$ cat config.mk
export PLATFORM = sky130hd
export DESIGN_NAME = bidir_line_ctrl
export DESIGN_NICKNAME = d
export VERILOG_FILES = /design/src/rtl/bidir_line_ctrl.sv
export SDC_FILE = /design/constraint.sdc
export NUM_CORES = 1
export LEC_CHECK = 0
export BUFFER_PORTS_ARGS = -buffer_cell sky130_fd_sc_hd__buf_2
export CAP_MARGIN = 20
export CORE_MARGIN = 3
export CORE_UTILIZATION = 54
export DETAILED_ROUTE_END_ITERATION = 8
export GPL_TIMING_DRIVEN = 0
export PLACE_DENSITY = 0.81
export SLEW_MARGIN = 20
export SYNTH_ARGS = -nofsm -noshare
export SYNTH_HDL_FRONTEND = slang
export SYNTH_SLANG_ARGS = --single-unit
$ cat constraint.sdc
create_clock -name clock -period 1.9 [get_ports clock]
set_input_delay 0.095 -clock clock [delete_from_list [all_inputs] [get_ports clock]]
set_output_delay 0.095 -clock clock [all_outputs]
set_load 0.01 [all_outputs]
$ cat src/rtl/bidir_line_ctrl.sv
// Half-duplex controller for one bidirectional pad behind a BB tristate primitive.
// Arbitrates TX/RX requests, serialises TX words LSB-first and samples RX words.
module bidir_line_ctrl #(
  parameter int WIDTH      = 8,
  parameter int BIT_CLOCKS = 4,
  parameter int TURNAROUND = 2
) (
  input  logic             clock,
  input  logic             reset,
  input  logic             tx_valid,
  output logic             tx_ready,
  input  logic [WIDTH-1:0] tx_data,
  input  logic             rx_req,
  output logic             rx_ack,
  output logic             rx_valid,
  output logic [WIDTH-1:0] rx_data,
  output logic             busy,
  input  logic             pad_i,
  output logic             pad_o,
  output logic             pad_t
);

  typedef enum logic [1:0] {IDLE, TX, TURN, RX} state_t;

  localparam int PW = $clog2(BIT_CLOCKS);
  localparam int BW = (WIDTH > 1) ? $clog2(WIDTH) : 1;
  localparam int TW = (TURNAROUND > 1) ? $clog2(TURNAROUND) : 1;
  localparam logic [PW-1:0] PHASE_LAST   = PW'(BIT_CLOCKS - 1);
  localparam logic [PW-1:0] PHASE_SAMPLE = PW'(BIT_CLOCKS / 2);
  localparam logic [BW-1:0] BIT_LAST     = BW'(WIDTH - 1);
  localparam logic [TW-1:0] TURN_LAST    = TW'(TURNAROUND - 1);

  state_t           r_state;
  logic [PW-1:0]    r_phase;
  logic [BW-1:0]    r_bitCnt;
  logic [TW-1:0]    r_turnCnt;
  logic [WIDTH-1:0] r_txShift;
  logic [WIDTH-1:0] r_rxShift;
  logic [WIDTH-1:0] r_rxData;
  logic             r_rxValid;
  logic             r_padT;
  logic             r_padO;
  logic             r_sync1;
  logic             r_sync2;
  logic             r_lastTx;

  state_t           w_stateNext;
  logic [PW-1:0]    w_phaseNext;
  logic [BW-1:0]    w_bitNext;
  logic [TW-1:0]    w_turnNext;
  logic [WIDTH-1:0] w_txShiftNext;
  logic [WIDTH-1:0] w_rxShiftNext;
  logic [WIDTH-1:0] w_rxDataNext;
  logic [WIDTH-1:0] w_rxShifted;
  logic             w_rxValidNext;
  logic             w_lastTxNext;
  logic             w_txGrant;
  logic             w_rxGrant;
  logic             w_bitEnd;
  logic             w_wordDone;

  assign w_rxShifted = (r_rxShift >> 1) | (WIDTH'(r_sync2) << (WIDTH - 1));
  assign w_bitEnd    = (r_phase == PHASE_LAST);
  assign w_wordDone  = w_bitEnd && (r_bitCnt == BIT_LAST);

  always_comb begin
    w_stateNext   = r_state;
    w_phaseNext   = r_phase;
    w_bitNext     = r_bitCnt;
    w_turnNext    = r_turnCnt;
    w_txShiftNext = r_txShift;
    w_rxShiftNext = r_rxShift;
    w_rxDataNext  = r_rxData;
    w_rxValidNext = 1'b0;
    w_lastTxNext  = r_lastTx;
    w_txGrant     = 1'b0;
    w_rxGrant     = 1'b0;
    case (r_state)
      IDLE: begin
        // On a tie the side that was not served last wins.
        w_txGrant = !reset && tx_valid && (!rx_req || !r_lastTx);
        w_rxGrant = !reset && rx_req && (!tx_valid || r_lastTx);
        if (w_txGrant) begin
          w_stateNext   = TX;
          w_txShiftNext = tx_data;
          w_phaseNext   = '0;
          w_bitNext     = '0;
          w_lastTxNext  = 1'b1;
        end else if (w_rxGrant) begin
          w_stateNext  = RX;
          w_phaseNext  = '0;
          w_bitNext    = '0;
          w_lastTxNext = 1'b0;
        end
      end
      TX: begin
        w_phaseNext = w_bitEnd ? '0 : r_phase + PW'(1);
        if (w_bitEnd) begin
          w_bitNext     = r_bitCnt + BW'(1);
          w_txShiftNext = r_txShift >> 1;
        end
        if (w_wordDone) begin
          w_stateNext = TURN;
          w_bitNext   = '0;
          w_turnNext  = '0;
        end
      end
      TURN: begin
        w_turnNext = r_turnCnt + TW'(1);
        if (r_turnCnt == TURN_LAST) begin
          w_stateNext = IDLE;
          w_turnNext  = '0;
        end
      end
      RX: begin
        if (r_phase == PHASE_SAMPLE) w_rxShiftNext = w_rxShifted;
        w_phaseNext = w_bitEnd ? '0 : r_phase + PW'(1);
        if (w_bitEnd) w_bitNext = r_bitCnt + BW'(1);
        if (w_wordDone) begin
          w_stateNext   = IDLE;
          w_bitNext     = '0;
          w_rxDataNext  = w_rxShiftNext;
          w_rxValidNext = 1'b1;
        end
      end
      default: w_stateNext = IDLE;
    endcase
  end

  // Pad controls are registered from the next state so they line up with it.
  always_ff @(posedge clock) begin
    if (reset) begin
      r_state   <= IDLE;
      r_phase   <= '0;
      r_bitCnt  <= '0;
      r_turnCnt <= '0;
      r_txShift <= '0;
      r_rxShift <= '0;
      r_rxData  <= '0;
      r_rxValid <= 1'b0;
      r_padT    <= 1'b1;
      r_padO    <= 1'b1;
      r_sync1   <= 1'b1;
      r_sync2   <= 1'b1;
      r_lastTx  <= 1'b0;
    end else begin
      r_state   <= w_stateNext;
      r_phase   <= w_phaseNext;
      r_bitCnt  <= w_bitNext;
      r_turnCnt <= w_turnNext;
      r_txShift <= w_txShiftNext;
      r_rxShift <= w_rxShiftNext;
      r_rxData  <= w_rxDataNext;
      r_rxValid <= w_rxValidNext;
      r_padT    <= (w_stateNext != TX);
      r_padO    <= (w_stateNext == TX) ? w_txShiftNext[0] : 1'b1;
      r_sync1   <= pad_i;
      r_sync2   <= r_sync1;
      r_lastTx  <= w_lastTxNext;
    end
  end

  assign tx_ready = w_txGrant;
  assign rx_ack   = w_rxGrant;
  assign rx_valid = r_rxValid;
  assign rx_data  = r_rxData;
  assign busy     = (r_state != IDLE);
  assign pad_o    = r_padO;
  assign pad_t    = r_padT;

endmodule

==> flow_summary.ini, run 1 <==
[outcome]
status = completed

[flow_run]
drv_cap = 0

[synthesis]
yosysWarnings = 0
synth_top_area_frac = 0.471
seq_area_frac_synth = 0.471
synthSimpleGateAreaFrac = 0.180
synthAdderAreaFrac = 0.0310
synthMuxAreaShare = 0.0991
synth_compound_area_frac = 0.168
ys_ff_latch = 38
synth_top_family_by_area = simple AND/OR/NAND/NOR gates
synth_nets = 188
avgSynthCellArea_um2 = 9.45
synth_xor_area_frac = 0
synth.area.top_cells = dfxtp_1 (47%), mux2i_1 (9.9%), nor2_1 (5.1%)
synth_top_area_cell = dfxtp_1
syn_inst = 171
mappedNetlistArea_um2 = 1620
yosysUniqueCellTypes = 35

[worst_setup_path]
worstSetupStartpointType = flop
max_stage_delay_ns = 0.38
crit_fanout = 9
end_kind = flop
cp_num_buf_inv = 1
crit_path_cell_trace = ha_4 -> and3b_1 -> buf_6 -> a21oi_2 -> a221o_1 -> a2111o_1
path_class = reg2reg
crit_family = compound AO/OA/AOI/OAI gates
arrival_ns = 2.05
crit_slowest_cell = dfxtp_2
required_ns = 2.14

[timing]
drv_slew = 0
setup_viol = 0
finalCritPeriodShare = 0.952
clock_skew_ns = 0.00418
rsz0062_at_grt = false
tightest_slew_ns = 0.502
maxSlewHeadroom = 0.663
period_needed_ns = 1.81
fmax_mhz = 553
timing.hold.ws_ns = 0.0231
finalSetupTns_ns = 0
hold_violations = 0

[layout]
nNetsFinal = 224
final_util = 0.679
final_cells = 239
layout_commonest_cell = dfxtp_1
insertedDiodeCount = 0
syn_to_final_growth_pct = 17.8
mostFrequentLayoutCells = dfxtp_1 (36), buf_2 (29), nor2_1 (21)
drive_gt1_frac = 0.245
fillers = 236

[clock_tree]
cts.path.max_buffers = 2
cts_made_buffers = 5
cts_setup_buffers = 0
root_buffer = clkbuf_4
cts_sinks = 38
clock_latency_ns = 0.35
cts_tree = built
path_clk_slew_ns = 0.11
h-tree-depth = 2

[route]
firstDrtPassIters = 4
drc = 0
via_per_inst = 5.71
vias = 1364
drt_iter0_drc = 84
ant_nets = 0
routed_wl_um = 3360
wl_per_cell_um = 14.1

[placed_design]
placed_cells = 228
port_buffers = 26
hpwl_um = 2500
gp_congestion = 0.820

[grt]
overflow = 0
grt_pass1_wl_um = 5600
track_usage = 0.210
grt_pass1_vias = 1264
grt_max_degree = 13
antenna_found_initial = 0

[die]
num_rows = 19
start_util = 0.576
dieWidth_um = 60.7
die_h_um = 60.7
io_pins = 27
dieArea_um2 = 3690
core_um2 = 2810

[power_and_ir_drop]
ir_worst_vdd_mv = 0.553
power_density_nw_per_um2 = 758
p_leak_uw = 0.000789
total_power_uw = 1440

[hold_path]
min_path_type = in2reg
[synthesized netlist by cell type]
master     n
dfxtp_1   38
nor2_1    22
mux2i_1   16
a21oi_1   14
nand2_1   11
a211oi_1   9
nand3_1    8
a22oi_1    6
buf_2      4
clkbuf_1   4
ha_1       4
inv_1      4
buf_6      3
nand2b_1   3
or2_2      3
a31oi_1    2
nand3b_1   2
a2111o_1   1
a21boi_1   1
a21boi_2   1
a21oi_2    1
a221o_1    1
a311oi_1   1
and2_0     1
and2_1     1
and3b_1    1
nand4_1    1
nand4b_1   1
nor2b_1    1
nor3_1     1
nor3_4     1
nor4bb_1   1
o21ai_0    1
o21ai_1    1
o41ai_1    1
[final cells by class]
cell class                      count  area [um^2]  area share
Clock buffer                        6         51.3      0.0269
Clock inverter                      2         12.5     0.00657
Inverter                            4         15.0     0.00788
Sequential cell                    38          763       0.401
Multi-Input combinational cell    118          792       0.416
Buffer                             11         71.3      0.0375
Tap cell                           31         38.8      0.0204
Timing Repair Buffer               29          160      0.0841
[final timing paths]
check	startpoint	to	slack (ns)	cells past startpoint
max	r_phase[0]	pad_o	0.09	6
max reg2reg	r_phase[0]	pad_o	0.09	6
min reg2reg	r_sync1	r_sync2	0.43	1
min	tx_data[1]	r_txShift[1]	0.02	3
[through the flow]
step           setup WS, ns  instance area, um^2
6_report             0.0915                 1900
5_1_grt            0.000999                 1900
4_1_cts              0.0304                 1880
3_5_place_dp         0.0167                 1790
3_3_place_gp         0.0955                 1790
2_1_floorplan         0.197                 1620
[power breakdown]
part	internal, uW	total, uW	switching [uW]
Clock	178	444	267
Sequential	822	836	14.2
Combinational	69.8	162	92.3
Total	1070	1440	373
[what timing repair did]
action,4_1_cts,5_1_grt
hold buffers,3,0
hold endpoints to repair,3,0
gates resized for setup,1,7
endpoints found under the setup margin,1,3
pin swaps,0,1
[cell families after synthesis]
family	Yosys count
compound gates	40
fa+ha+maj	4
mux	16
simple gates	58
flops	38
buf+inv	15
[registers in the layout, indices dropped and copies added, names as in the netlist]
signal,flops
rx_valid,1
r_turnCnt,1
r_rxShift,8
r_state,2
pad_t,1
rx_data,8
pad_o,1
r_txShift,8
r_sync2,1
r_phase,2
r_sync1,1
r_lastTx,1
r_bitCnt,3
[worst register-to-register path: stages, from the launching register on]
cell	delay [ns]
dfxtp_2	0.38
ha_4	0.17
and3b_1	0.19
buf_6	0.14
a21oi_2	0.08
a221o_1	0.37
a2111o_1	0.37
[routing by layer]
metal	share of wire	global-route usage	wire length [um]	vias up
met2	0.48	0.333	1610	38
met4	0.021	0.0898	70	0
met1	0.45	0.255	1500	633
li1	-	-	-	684
met5	0	0	0	-
met3	0.051	0.0787	172	9
(Power assumes the default switching activity.)
==> run 2, diff against run 1 <==
--- a/config.mk
+++ b/config.mk
@@ -5,13 +5,14 @@
 export SDC_FILE = /design/constraint.sdc
 export NUM_CORES = 1
 export LEC_CHECK = 0
+export ABC_AREA = 1
 export BUFFER_PORTS_ARGS = -buffer_cell sky130_fd_sc_hd__buf_2
 export CAP_MARGIN = 20
 export CORE_MARGIN = 3
-export CORE_UTILIZATION = 54
+export CORE_UTILIZATION = 59
 export DETAILED_ROUTE_END_ITERATION = 8
 export GPL_TIMING_DRIVEN = 0
-export PLACE_DENSITY = 0.81
+export PLACE_DENSITY = 0.87
 export SLEW_MARGIN = 20
 export SYNTH_ARGS = -nofsm -noshare
 export SYNTH_HDL_FRONTEND = slang
==> constraint.sdc (replaced) <==
create_clock -name clock -period 2.1 [get_ports clock]
set_input_delay 0.105 -clock clock [delete_from_list [all_inputs] [get_ports clock]]
set_output_delay 0.105 -clock clock [all_outputs]
set_load 0.01 [all_outputs]
==> flow_summary.ini, run 2 <==
[synthesis]
avgSynthCellArea_um2 = 7.33
synth_common_cells = nand2_1 (51), dfxtp_1 (38), nor2_1 (32), inv_1 (26), o21ai_0 (20)
yosysWarnings = 0
synth_edf_count = 0
syn_inst = 228
mappedNetlistArea_um2 = 1670
seq_area_frac_synth = 0.455
synth.area.top_cells = dfxtp_1 (46%), nand2_1 (11%), nor2_1 (7.2%)
synth_top_area_cell = dfxtp_1
async_flop_share = 0
synth_ff_type = dfxtp_1
yosysUniqueCellTypes = 22
synth_top_area_frac = 0.455
ys_ff_latch = 38
synth.most_common_cell = nand2_1
synth_nets = 245

[clock_tree]
cts_made_buffers = 5
root_buffer = clkbuf_4
cts_tree = built
cts.path.max_buffers = 2
path_clk_slew_ns = 0.11
clock_latency_ns = 0.34
cts_hold_buf = 1
cts_resized = 0
h-tree-depth = 2
cts_setup_buffers = 0
cts_sinks = 38

[layout]
syn_to_final_growth_pct = 13.9
seq_area_um2 = 761
nNetsFinal = 278
insertedDiodeCount = 0
layout_commonest_cell = nand2_1
drive_gt1_frac = 0.202
multi_input_area_um2 = 766
mostFrequentLayoutCells = nand2_1 (51), dfxtp_1 (38), nor2_1 (32)
design_area_um2 = 1900
fillers = 224

[route]
firstDrtPassIters = 4
ant_nets = 0
drc = 0
wl_per_cell_um = 11.1
routed_wl_um = 3250
drt_iter0_drc = 62
vias = 1462
via_per_inst = 5.01

[timing]
tightest_slew_ns = 0.461
period_needed_ns = 1.53
clock_skew_ns = 0.0132
rsz0062_at_grt = false
hold_violations = 0
setup_viol = 0
finalCritPeriodShare = 0.728
drv_slew = 0
fmax_mhz = 654
timing.hold.ws_ns = 0.0330
finalSetupTns_ns = 0
maxSlewHeadroom = 0.693

[placed_design]
place_area_um2 = 1830
port_buffers = 25
hpwl_um = 2380
gp_congestion = 0.743

[worst_setup_path]
crit_fanout = 8
crit_slowest_cell = dfxtp_1
required_ns = 2.00
arrival_ns = 1.42
crit_path_cell_trace = nor2_4 -> nand3_4 -> inv_2 -> buf_2
cp_num_buf_inv = 2
max_stage_delay_ns = 0.40
end_kind = primary output
worstSetupStartpointType = flop
path_class = reg2out
crit_family = flip-flops

[grt]
overflow = 0
grt_max_degree = 12
grt_pass1_wl_um = 5640
grt_pass1_vias = 1325
track_usage = 0.213
antenna_found_initial = 0

[die]
start_util = 0.645
dieArea_um2 = 3510
die_h_um = 59.2
io_pins = 27
dieWidth_um = 59.2
core_um2 = 2590
num_rows = 18

[power_and_ir_drop]
ir_worst_vdd_mv = 0.656
p_leak_uw = 0.000913
power_density_nw_per_um2 = 716

[hold_path]
min_path_type = in2reg

[flow_run]
drv_cap = 0

[outcome]
status = completed
run 2: cells by family (layout without fill, tap and decap cells):
logic type,after synthesis,after routing,synth area share
compound gates,40,40,0.124
fa+ha+maj,4,4,0.0299
buf+inv,36,70,0.0868
flops,38,38,0.455
simple gates,110,110,0.304
run 2: area by class of cell:
cell class | instances | area share
buffer | 6 | 0.0171
clock buffer | 7 | 0.0289
clock inverter | 1 | 0.00263
inverter | 30 | 0.0591
multi-input combinational | 154 | 0.402
sequential | 38 | 0.399
tap | 30 | 0.0197
timing repair buffer | 26 | 0.0710
run 2: metrics by stage:
stage	worst slack (ns)	util	cells	total power (uW)
detailed placement	0.660	0.708	283	982
floorplan	0.849	-	228	931
global route	0.461	0.735	292	1440
global placement	0.697	0.708	283	976
CTS	0.556	0.735	292	1370
finish	0.572	0.735	292	1360
run 2: worst reg2reg max path, stage by stage, from the launching register on:
cell,delay (ns)
dfxtp_1,0.36
ha_1,0.15
ha_1,0.17
nand2_1,0.10
inv_1,0.20
nand3_4,0.15
inv_2,0.10
a21oi_1,0.04
a21oi_1,0.12
run 2: final timing paths:
path	from	endpoint	slack (ns)	depth (start not counted)
worst min register to register	r_sync1	r_sync2	0.43	1
worst min-delay path	tx_data[7]	r_txShift[7]	0.03	3
worst max register to register	r_bitCnt[0]	rx_data[5]	0.65	8
worst max-delay path	r_state[1]	tx_ready	0.57	4
run 2: report_power, final:
group	switching, uW	total, uW	leakage [uW]	internal (uW)
Combinational	113	184	0.000568	71.3
Clock	234	396	0.0000353	162
Sequential	25.5	784	0.000309	758
Total	372	1360	0.000913	992
run 2: routing by layer:
metal  routed length, um  up-vias  GRT usage  part of all wire
met5                   0        -          0                 0
met4                  17        0     0.0712            0.0052
met3                 187        2     0.0719             0.058
met2                1460       39      0.332              0.45
met1                1580      636      0.275              0.49
li1                    -      785          -                 -
